==> config.mk <==
export PLATFORM = sky130hd
export DESIGN_NAME = front_panel_input_flat
export DESIGN_NICKNAME = d
export VERILOG_FILES = /design/src/rtl/front_panel_input_if.sv /design/src/rtl/front_panel_input.sv /design/src/flat_wrapper.sv
export SDC_FILE = /design/constraint.sdc
export NUM_CORES = 1
export LEC_CHECK = 0
export ABC_AREA = 1
export ABC_CLOCK_PERIOD_IN_PS = 2370
export BUFFER_PORTS_ARGS = -buffer_cell sky130_fd_sc_hd__buf_2
export CORE_UTILIZATION = 50
export DETAILED_ROUTE_END_ITERATION = 6
export PLACE_DENSITY = 0.63
export SLEW_MARGIN = 20
export SYNTH_ARGS = -nofsm -noshare
export SYNTH_HDL_FRONTEND = slang
export SYNTH_SLANG_ARGS = --single-unit
==> constraint.sdc <==
create_clock -name clk -period 2.37 [get_ports clk]
set_input_delay 0.474 -clock clk [delete_from_list [all_inputs] [get_ports clk]]
set_output_delay 0.474 -clock clk [all_outputs]
set_load 0.05 [all_outputs]
==> src/rtl/front_panel_input_if.sv <==
// Front-panel control bundle between the raw panel side and the conditioning block.
// Latency: none, wires only.
// Backpressure: none; every signal is a free-running level.
interface front_panel_input_if;
    logic [3:0] sw_mode;
    logic       btn_step;
    logic       halt;
    logic [3:0] mode;
    logic       step;
    logic       halted;
    logic       mode_changed;

    // Panel / CPU side: drives raw controls and halt, observes conditioned outputs.
    modport master (
        output sw_mode,
        output btn_step,
        output halt,
        input  mode,
        input  step,
        input  halted,
        input  mode_changed
    );

    // Conditioning block side.
    modport slave (
        input  sw_mode,
        input  btn_step,
        input  halt,
        output mode,
        output step,
        output halted,
        output mode_changed
    );
endinterface

==> src/rtl/front_panel_input.sv <==
// Debounces front-panel switches and step button, and adds a CPU halt latch that forces step mode.
// Latency: a steady raw change shows on the outputs DEBOUNCE_CYCLES+2 clocks after it is first sampled.
// Backpressure: none; the outputs are levels, and mode_changed is a one-cycle pulse.
module fpi_debounce #(
    parameter int W               = 1,
    parameter int DEBOUNCE_CYCLES = 4,
    parameter int CNT_W           = 3
) (
    input  logic         clk,
    input  logic         rst,
    input  logic [W-1:0] raw,
    output logic [W-1:0] db
);
    logic [W-1:0]     sync1;
    logic [W-1:0]     sync2;
    logic [W-1:0]     cand;
    logic [CNT_W-1:0] cnt;
    logic [CNT_W-1:0] eff;

    // Two-flop synchronizer on the raw asynchronous input.
    always_ff @(posedge clk) begin
        if (rst) begin
            sync1 <= '0;
            sync2 <= '0;
        end else begin
            sync1 <= raw;
            sync2 <= sync1;
        end
    end

    // The count only carries over while the synchronized value matches the one being timed;
    // any new value, including a third value, starts again from zero.
    always_comb begin
        eff = '0;
        if (sync2 == cand) begin
            eff = cnt;
        end
    end

    // Commit the synchronized value once it has differed steadily for DEBOUNCE_CYCLES cycles.
    always_ff @(posedge clk) begin
        if (rst) begin
            db   <= '0;
            cand <= '0;
            cnt  <= '0;
        end else if (sync2 == db) begin
            cnt <= '0;
        end else if (eff == CNT_W'(DEBOUNCE_CYCLES - 1)) begin
            db  <= sync2;
            cnt <= '0;
        end else begin
            cnt  <= eff + CNT_W'(1);
            cand <= sync2;
        end
    end
endmodule

module front_panel_input #(
    parameter int DEBOUNCE_CYCLES = 100000
) (
    input  logic                clk,
    input  logic                rst,
    front_panel_input_if.slave  bus
);
    localparam int CNT_W = $clog2(DEBOUNCE_CYCLES) + 1;

    logic [3:0] mode_db;
    logic       step_db;
    logic       halted_q;
    logic [3:0] mode_q;
    logic [3:0] prev_mode;

    // The whole switch bus shares one counter, so a partial change never commits.
    fpi_debounce #(
        .W               (4),
        .DEBOUNCE_CYCLES (DEBOUNCE_CYCLES),
        .CNT_W           (CNT_W)
    ) u_mode_db (
        .clk (clk),
        .rst (rst),
        .raw (bus.sw_mode),
        .db  (mode_db)
    );

    fpi_debounce #(
        .W               (1),
        .DEBOUNCE_CYCLES (DEBOUNCE_CYCLES),
        .CNT_W           (CNT_W)
    ) u_step_db (
        .clk (clk),
        .rst (rst),
        .raw (bus.btn_step),
        .db  (step_db)
    );

    // Halt latch: set by CPU halt in auto mode; the run switch going off clears it, and clear wins.
    always_ff @(posedge clk) begin
        if (rst) begin
            halted_q <= 1'b0;
        end else if (!mode_db[3]) begin
            halted_q <= 1'b0;
        end else if (bus.halt) begin
            halted_q <= 1'b1;
        end
    end

    // While halted, the run bit is forced to 0 so the clock controller drops to manual step.
    always_comb begin
        mode_q = {mode_db[3] & ~halted_q, mode_db[2:0]};
    end

    // Previous output copy for change detection; reset to 0 so the reset edge itself is silent.
    always_ff @(posedge clk) begin
        if (rst) begin
            prev_mode <= '0;
        end else begin
            prev_mode <= mode_q;
        end
    end

    assign bus.mode         = mode_q;
    assign bus.step         = step_db;
    assign bus.halted       = halted_q;
    assign bus.mode_changed = (mode_q != prev_mode);
endmodule
==> src/flat_wrapper.sv <==
// flat-port wrapper written by rule: the top's interface ports become plain ports
module front_panel_input_flat 
#(
    parameter int DEBOUNCE_CYCLES = 100000
)
  (clk, rst, bus_sw_mode, bus_btn_step, bus_halt, bus_mode, bus_step, bus_halted, bus_mode_changed);
  front_panel_input_if bus_i ();
  input  logic clk;
  input  logic rst;
  input wire logic [$bits(bus_i.sw_mode)-1:0] bus_sw_mode;
  input wire logic [$bits(bus_i.btn_step)-1:0] bus_btn_step;
  input wire logic [$bits(bus_i.halt)-1:0] bus_halt;
  output wire logic [$bits(bus_i.mode)-1:0] bus_mode;
  output wire logic [$bits(bus_i.step)-1:0] bus_step;
  output wire logic [$bits(bus_i.halted)-1:0] bus_halted;
  output wire logic [$bits(bus_i.mode_changed)-1:0] bus_mode_changed;
  assign bus_i.sw_mode = bus_sw_mode;
  assign bus_i.btn_step = bus_btn_step;
  assign bus_i.halt = bus_halt;
  assign bus_mode = bus_i.mode;
  assign bus_step = bus_i.step;
  assign bus_halted = bus_i.halted;
  assign bus_mode_changed = bus_i.mode_changed;
  front_panel_input #(.DEBOUNCE_CYCLES(DEBOUNCE_CYCLES)) u_core (.clk(clk), .rst(rst), .bus(bus_i));
endmodule
[Yosys cells after proc, flatten, opt, wreduce, memory -nomap -nowiden]
Cells that the tools add are included.
Word-level totals
  output and inout port bits: 7
  logic and storage cells: 37
  memory bits (writable): 0
  input port bits: 8
  bits in read-only memories: 0
  latch bits: 0
  memories: 0
  register bits after elaboration: 61
Cells by class
  $lt $le $gt $ge: 0
  bitwise operators: 7
  shifts and indexed selects: 0
  reductions and logical operators: 7
  equal/unequal tests: 7
  div/mod/pow operators: 0
  $add $sub $neg: 2
  muxes and demuxes: 2
  multiply operators: 0
Operators by type and width (count)
  adder 18 x 1 -> 18 bit, second input constant: 2
  equality test 18 x 17 -> 1 bit, second input constant: 2
  2-to-1 mux 18 bit: 2
  equality test 4 bit: 2
  AND reduction 2 bit: 4
  NOT 1 bit: 6
  OR reduction 3 bit: 2
  != test 4 bit: 1
  equality test 1 bit: 2
  OR reduction 2 bit: 1
  bitwise AND 1 bit: 1

[Logic depth before layout (Yosys ltp)]
Gate-level depths: netlist of run 1.
  depth in word-level cells: 5
  mapped depth: 14
  depth with buffers taken out: 13

[Modules after synthesis]
Synthesis of run 1 repeated with hierarchy kept, for this count alone.
Unflattened totals
  cells, all modules: 497
  area total of the unflattened synthesis: 3554.7 um2
By module, submodules not included
  fpi_debounce at u_core.u_mode_db: cells each 276, times used 1, seq. area each 680.7 um2, area an instance 1985.7 um2
  fpi_debounce at u_core.u_step_db: cells each 189, times used 1, seq. area each 440.4 um2, area an instance 1358.8 um2
  front_panel_input: cells each 32, times used 1, seq. area each 100.1 um2, area an instance 210.2 um2

[Worst setup path after synthesis of run 1]
OpenSTA, ideal clock, no wires.
  kind: register to output
  from: register u_core.halted_q, in the netlist u_core.bus.halted
  to: output port bus_mode_changed
  arrival: 1.954 ns
  required time: 1.896 ns
  slack: -0.058 ns
  cell stages (with the launch flop): 4
  cell sequence: dfxtp_1 -> nor2_1 -> xnor2_1 -> nand4_1
On the way
  cells in the longest elaborated chain, start to end: 3
Ends and longest elaborated chain
  start: declaration: RTL line front_panel_input.sv:69  | logic halted_q;
  start signal: assignment: RTL line front_panel_input.sv:99  | halted_q <= 1'b0;
  start signal: assignment: RTL line front_panel_input.sv:101  | halted_q <= 1'b0;
  start signal: assignment: RTL line front_panel_input.sv:103  | halted_q <= 1'b1;
  NOT 1 bit: RTL line front_panel_input.sv:109  | mode_q = {mode_db[3] & ~halted_q, mode_db[2:0]};
  bitwise AND 1 bit: RTL line front_panel_input.sv:109
  via bus_mode[3]: RTL line flat_wrapper.sv:13  | output wire logic [$bits(bus_i.mode)-1:0] bus_mode;
  != test 4 bit: RTL line front_panel_input.sv:124  | assign bus.mode_changed = (mode_q != prev_mode);
  end: declaration: RTL line flat_wrapper.sv:16  | output wire logic [$bits(bus_i.mode_changed)-1:0] bus_mode_changed;
The timed path passes the listed nets, and every way through them passes these cells.

[Final worst setup path of run 1]
  from: register u_core.u_mode_db.sync2[1]
  to: register u_core.u_mode_db.cnt[14]
On the way
  cells in the longest elaborated chain, start to end: 4
  elaborated cells between the ends (all ways): 6
  classes of those cells: 1 x add/sub; 3 x eq/ne; 1 x mux; 1 x reduce/logical
Ends and longest elaborated chain
  start: declaration: RTL line front_panel_input.sv:15  | logic [W-1:0] sync2;
  start signal: assignment: RTL line front_panel_input.sv:27  | sync2 <= sync1;
  branches (longest 4 deep; another with adder 18 x 1 -> 18 bit)
  end signal: assignment: RTL line front_panel_input.sv:52  | cnt <= eff + CNT_W'(1);
  end: declaration: RTL line front_panel_input.sv:17  | logic [CNT_W-1:0] cnt;
Parallel ways; which one is timed is not known.
A chain may end at the register's enable or synchronous reset.

==> results.sh, run 1 <==
export IMPL_post_route_period_util_pct=86.0
export IMPL_worst_slew_pin_slew_ns=0.484
export IMPL_initial_utilization_pct=52.7
export IMPL_drt_initial_drc_count=130
export IMPL_endpoint_kind="flip-flop"
export IMPL_ys_flop_type="dfxtp_1"
export IMPL_area_growth_pct=11.7
export IMPL_hold_class="primary input to flip-flop"
export IMPL_synth_most_common_cell="nand2_1"
export IMPL_antenna_cells=0
export IMPL_die_h_um=81.7
export IMPL_synth_warnings=0
export IMPL_cts_hold_buffers=0
export IMPL_ys_async_sr_fraction_pct=0
export IMPL_grt_overflow_total=0
export IMPL_root_buffer="clkbuf_8"
export IMPL_finalHoldViolations=0
export IMPL_fin_util_pct=58.9
export IMPL_vias_per_cell=4.98
export IMPL_hpwl_mm=4.87
export IMPL_ir_drop_mv=0.452
export IMPL_grt_use_total_pct=22.4
export IMPL_finClkSkew_ns=0.00751
export IMPL_power_leakage_nw=1.29
export IMPL_status="finished, final reports clean"
export IMPL_final_setup_tns_ns=0
export IMPL_reg2reg_depth=12
export IMPL_slew_headroom_pct=67.7
export IMPL_grt_max_degree=19
export IMPL_synth_nets=476
export IMPL_yosysUniqueCellTypes=33
export IMPL_cts_tree="yes"
export IMPL_wl_per_cell_um=11.4
export IMPL_synthTopCellsByCount="94 x nand2_1, 77 x nor2_1, 63 x inv_1, 61 x dfxtp_1, 40 x nand3_1"
export IMPL_drc=0
export IMPL_syn_avg_cell_area_sq_um=6.82
export IMPL_syn_area_sq_um=3180
export IMPL_yosysSeqAreaShare_pct=38.4
export IMPL_antenna_found_initial=0
export IMPL_syn_inst=466
export IMPL_r2r_start="u_core.u_mode_db.sync2[1]$_SDFF_PP0_"
export IMPL_holdPathStages=3
export IMPL_insertion_delay_ns=0.34
export IMPL_grt_setup_unrepaired="false"
export IMPL_routed_wirelength_mm=6.48
export IMPL_cts_buffer_depth=2
export IMPL_path_max_fanout=18
export IMPL_die_x_um=81.7
export IMPL_cts_made_buffers=9
export IMPL_num_io_pins=15
export IMPL_gp_congestion=0.878
export IMPL_layout_drive_gt1_share_pct=15.8
export IMPL_setup_viol=0
export IMPL_dr_pass1_iters=4
export IMPL_path_class="flip-flop to flip-flop"
export IMPL_timing_rr_end="u_core.u_mode_db.cnt[14]$_SDFF_PP0_"
export IMPL_core_area_sq_um=6030
export IMPL_ant_nets=0
export IMPL_hp_start="bus_sw_mode[1]"
export IMPL_synth_seq_cells=61
export IMPL_rrSetupSlack_ns=0.33
export IMPL_post_cts_buffers=0
export IMPL_yosys_area_top_type="dfxtp_1"
export IMPL_maxCapViolCount=0
export IMPL_p_per_area_nw_per_um2=623
export IMPL_synth_edff_count=0
export IMPL_row_count=28
export IMPL_via_count=2838
export IMPL_h_tree_depth=3
export IMPL_hold_path_end="u_core.u_mode_db.sync1[1]$_SDFF_PP0_"
export IMPL_grt_pass1_vias=2633
export IMPL_startpoint="u_core.u_mode_db.sync2[1]$_SDFF_PP0_"
export IMPL_cts_clk_slew_worst_paths_ns=0.07
export IMPL_portBuffers=14
export IMPL_max_stage_delay_ns=0.42
export IMPL_crit_slowest_cell="dfxtp_1"
export IMPL_cp_required_ns=2.58
export IMPL_clock_sinks=61
export IMPL_crit_path_cell_trace="inv_2 -> nand2_1 -> nand2_1 -> nor2_4 -> nand3_1 -> inv_1 -> ha_1 -> nand3_2 -> nor2_4 -> nand2_4 -> nand3_4 -> a21oi_1"
export IMPL_cts_resized=0
export IMPL_synth_top_area_share_pct=38.4
export IMPL_fmax_mhz=490
export IMPL_num_nets_final=500
export IMPL_critical_path_top_delay_family="simple AND/OR/NAND/NOR gates"
export IMPL_critPathLaunchType="flip-flop"
export IMPL_path_buf_inv=2
export IMPL_cp_arrival_ns=2.25
export IMPL_die_area_sq_um=6680
export IMPL_yosys_top_cells_area="dfxtp_1 38%, nand2_1 11%, nor2_1 9.1%, inv_1 7.4%, nand3_1 6.3%"
export IMPL_slew_violations=0
export IMPL_layout_min_cycle_time_ns=2.04
export IMPL_grt_pass1_wl_mm=11.5
## layout by cell type, fill, tap and decap left out, drive strengths merged, types with 5 or more instances in the layout
cell	count
or2	5
nor2	90
nor3	8
xnor2	8
nand4	6
nand2	97
inv	72
a21oi	37
clkbuf	11
nand3	49
dfxtp	61
o21ai	9
buf	23
## how the worst max path moves through the flow
stage | depth (start not counted) | slack, ns | to
4_1_cts | 12 | 0.31 | u_core.u_mode_db.cnt[15]$_SDFF_PP0_
5_1_grt | 13 | 0.09 | u_core.u_mode_db.db[2]$_SDFFE_PP0P_
2_1_floorplan | 3 | 0.19 | bus_mode_changed
3_5_place_dp | 12 | 0.33 | u_core.u_mode_db.cnt[3]$_SDFF_PP0_
3_3_place_gp | 12 | 0.38 | u_core.u_mode_db.db[3]$_SDFFE_PP0P_
6_report | 12 | 0.33 | u_core.u_mode_db.cnt[14]$_SDFF_PP0_
## cells by family (layout without fill, tap and decap cells)
kind of cell	Yosys count	in the layout	share of synthesized area, %
AND/OR/NAND/NOR	258	258	38.5
buffers and inverters	83	112	10.8
flip-flops	61	61	38.4
AO/OA/AOI/OAI	52	52	8.66
XOR/XNOR	10	10	2.76
adder cells (fa/ha/maj)	2	2	0.787
## worst min-delay path: stages
cell    delay (ns)
buf_2         0.08
inv_1         0.03
nor2_1        0.06
## power by group
group / internal [W] / leakage [nW] / switching [W]
logic: 0.0000550 / 0.689 / 0.000113
registers: 0.00104 / 0.495 / 0.0000116
clock network: 0.000588 / 0.107 / 0.000400
total: 0.00168 / 1.29 / 0.000525
## final cells by class
cell class / count / area, sq um
clock inverter: 5 / 75.1
timing repair buffer: 23 / 138
inverter: 73 / 274
sequential: 61 / 1220
clock buffer: 11 / 131
tap: 75 / 93.8
multi-input combinational: 322 / 1620
fill: 596 / 2480
## sequential cells by signal, summed over array words and instances, names as in the netlist
name	cells
u_core.u_step_db.cnt	18
u_core.u_step_db.sync1	1
u_core.u_step_db.cand	1
u_core.prev_mode	4
u_core.u_mode_db.cand	4
u_core.u_step_db.db	1
u_core.u_mode_db.sync2	4
u_core.u_mode_db.sync1	4
u_core.u_mode_db.db	4
u_core.bus.halted	1
u_core.u_mode_db.cnt	18
u_core.u_step_db.sync2	1
## layer usage
layer,vias to the layer above,track usage [%],wire (um)
li1,1518,-,-
met1,1249,29.4,3170
met2,59,36.1,2920
met3,12,3.56,275
met4,0,10.2,119
met5,-,0,0
## per-stage QoR
stage	setup WS (ns)	instance area, sq um	hold WS, ns	power [W]	std cells
2_1_floorplan	0.194	3180	0.388	0.00120	466
3_3_place_gp	0.376	3340	0.389	0.00124	554
3_5_place_dp	0.326	3340	0.394	0.00125	554
4_1_cts	0.313	3550	0.328	0.00223	570
5_1_grt	0.0871	3550	0.334	0.00229	570
6_report	0.331	3550	0.335	0.00221	570
(Power assumes the default switching activity.)
==> inputs of run 2 (changes only) <==
--- a/config.mk
+++ b/config.mk
@@ -11,6 +11,7 @@
 export CORE_UTILIZATION = 50
 export DETAILED_ROUTE_END_ITERATION = 6
 export PLACE_DENSITY = 0.63
+export RECOVER_POWER = 25
 export SLEW_MARGIN = 20
 export SYNTH_ARGS = -nofsm -noshare
 export SYNTH_HDL_FRONTEND = slang
==> run 2 against run 1 <==
Clock power hardly changed. Fmax down 0.11%. Hold slack improved by 0.00065 ns. Core utilization is 0.062 points lower. Die area unchanged. Register-to-register slack is essentially flat. Critical path type unchanged. Highest routed layer unchanged.
==> results.sh, run 2 (same netlist as run 1, synthesis figures left out) <==
export IMPL_area_growth_pct=11.5
export IMPL_placed_area_sq_um=3340
export IMPL_endpoint_kind="flip-flop"
export IMPL_slew_headroom_pct=49.6
export IMPL_final_setup_tns_ns=0
export IMPL_p_int_w=0.00168
export IMPL_reg_top3="u_core.u_mode_db.cnt: 18 flops, u_core.u_step_db.cnt: 18 flops"
export IMPL_h_tree_depth=3
export IMPL_initial_utilization_pct=52.7
export IMPL_vias_per_cell=4.95
export IMPL_die_h_um=81.7
export IMPL_cts_resized=0
export IMPL_ant_nets=0
export IMPL_combPwrFrac_pct=7.6
export IMPL_fmax_mhz=490
export IMPL_hpwl_mm=4.87
export IMPL_row_count=28
export IMPL_setup_ws_ns=0.329
export IMPL_path_class="flip-flop to flip-flop"
export IMPL_seqPwrFrac_pct=47.7
export IMPL_setup_viol=0
export IMPL_critical_path_endpoint="u_core.u_mode_db.cnt[14]$_SDFF_PP0_"
export IMPL_grt_pass1_vias=2633
export IMPL_final_common_cell="nand2_1"
export IMPL_cp_arrival_ns=2.25
export IMPL_cts_buffer_depth=2
export IMPL_status="finished, final reports clean"
export IMPL_gp_congestion=0.878
export IMPL_hold_class="primary input to flip-flop"
export IMPL_rrSetupSlack_ns=0.33
export IMPL_power_switching_w=0.000524
export IMPL_cts_hold_buffers=0
export IMPL_fin_area_sq_um=3540
export IMPL_r2r_start="u_core.u_mode_db.sync2[1]$_SDFF_PP0_"
export IMPL_post_cts_buffers=0
export IMPL_finClkSkew_ns=0.00752
export IMPL_max_stage_delay_ns=0.42
export IMPL_grt_setup_unrepaired="false"
export IMPL_drc=0
export IMPL_via_count=2822
export IMPL_antenna_cells=0
export IMPL_portBuffers=14
export IMPL_worst_slew_pin_slew_ns=0.756
export IMPL_die_area_sq_um=6680
export IMPL_num_io_pins=15
export IMPL_crit_slowest_cell="dfxtp_1"
export IMPL_num_nets_final=500
export IMPL_critical_path_top_delay_family="simple AND/OR/NAND/NOR gates"
export IMPL_ir_drop_mv=0.452
export IMPL_insertion_delay_ns=0.33
export IMPL_dr_pass1_iters=4
export IMPL_path_max_fanout=18
export IMPL_layout_min_cycle_time_ns=2.04
export IMPL_root_buffer="clkbuf_8"
export IMPL_grt_max_degree=19
export IMPL_post_route_period_util_pct=86.1
export IMPL_switching_share_pct=23.7
export IMPL_p_clk_share_pct=44.7
export IMPL_path_buf_inv=2
export IMPL_antenna_found_initial=0
export IMPL_die_x_um=81.7
export IMPL_power_leakage_nw=1.28
export IMPL_drt_initial_drc_count=130
export IMPL_maxCapViolCount=0
export IMPL_holdWs_ns=0.336
export IMPL_post_place_ws_ns=0.326
export IMPL_p_per_area_nw_per_um2=623
export IMPL_multiInputGateArea_sq_um=1620
export IMPL_fillers=596
export IMPL_critPathLaunchType="flip-flop"
export IMPL_routed_wirelength_mm=6.49
export IMPL_cts_made_buffers=9
export IMPL_layout_drive_gt1_share_pct=15.2
export IMPL_grt_use_total_pct=22.4
export IMPL_clock_sinks=61
export IMPL_slew_violations=0
export IMPL_startpoint="u_core.u_mode_db.sync2[1]$_SDFF_PP0_"
export IMPL_cts_clk_slew_worst_paths_ns=0.07
export IMPL_crit_path_cell_trace="inv_2 -> nand2_1 -> nand2_1 -> nor2_4 -> nand3_1 -> inv_1 -> ha_1 -> nand3_2 -> nor2_4 -> nand2_4 -> nand3_4 -> a21oi_1"
export IMPL_seqCellArea_sq_um=1220
export IMPL_reg2reg_depth=12
export IMPL_cp_required_ns=2.58
export IMPL_grt_pass1_wl_mm=11.5
export IMPL_finalHoldViolations=0
export IMPL_cts_tree="yes"
export IMPL_final_cell_mix="94 x nand2_1, 76 x nor2_1, 63 x inv_1"
export IMPL_wl_per_cell_um=11.4
export IMPL_path_depth=12
export IMPL_timing_rr_end="u_core.u_mode_db.cnt[14]$_SDFF_PP0_"
export IMPL_grt_overflow_total=0
export IMPL_core_area_sq_um=6030
-- run 2: tightest hold or removal path, stage by stage --
cell	delay [ns]
buf_2	0.08
inv_1	0.03
nor2_1	0.06
-- run 2: cell type report --
| class | instances | share of cell area, % |
|---|---|---|
| clock buffers | 11 | 3.71 |
| clock inverters | 5 | 2.12 |
| inverters | 73 | 7.73 |
| multi-input cells | 322 | 45.6 |
| flip-flops and latches | 61 | 34.5 |
| well taps | 75 | 2.65 |
| repair buffers | 23 | 3.78 |
-- run 2: layer usage --
metal	global-route usage [%]	wire [um]
met4	10.2	119
met3	3.56	232
met2	36.1	2910
met5	0	0
met1	29.4	3230
-- run 2: how the worst min path moves through the flow --
stage,slack [ns],cells after the start,end,from
after floorplan,0.39,2,u_core.u_mode_db.sync2[0]$_SDFF_PP0_,u_core.u_mode_db.sync1[0]$_SDFF_PP0_
after global placement,0.39,2,u_core.u_mode_db.sync2[1]$_SDFF_PP0_,u_core.u_mode_db.sync1[1]$_SDFF_PP0_
after detailed placement,0.39,2,u_core.u_mode_db.sync2[1]$_SDFF_PP0_,u_core.u_mode_db.sync1[1]$_SDFF_PP0_
after CTS,0.33,3,u_core.u_mode_db.sync1[1]$_SDFF_PP0_,bus_sw_mode[1]
after global routing,0.33,3,u_core.u_mode_db.sync1[0]$_SDFF_PP0_,bus_sw_mode[0]
final,0.34,3,u_core.u_mode_db.sync1[1]$_SDFF_PP0_,bus_sw_mode[1]
-- run 2: through the flow --
stage	total power, W	std cells	utilization [%]
2_1_floorplan	0.00120	466	-
3_3_place_gp	0.00124	554	55.5
3_5_place_dp	0.00125	554	55.5
4_1_cts	0.00223	570	58.9
5_1_grt	0.00229	570	58.8
6_report	0.00221	570	58.8
-- run 2: power groups by stage --
stage          Sequential (W)  Combinational [W]  Clock (W)
3_3_place_gp          0.00108           0.000167          0
2_1_floorplan         0.00107           0.000122          0
4_1_cts               0.00105           0.000169    0.00101
5_1_grt               0.00106           0.000186    0.00104
3_5_place_dp          0.00108           0.000169          0
6_report              0.00105           0.000168   0.000987
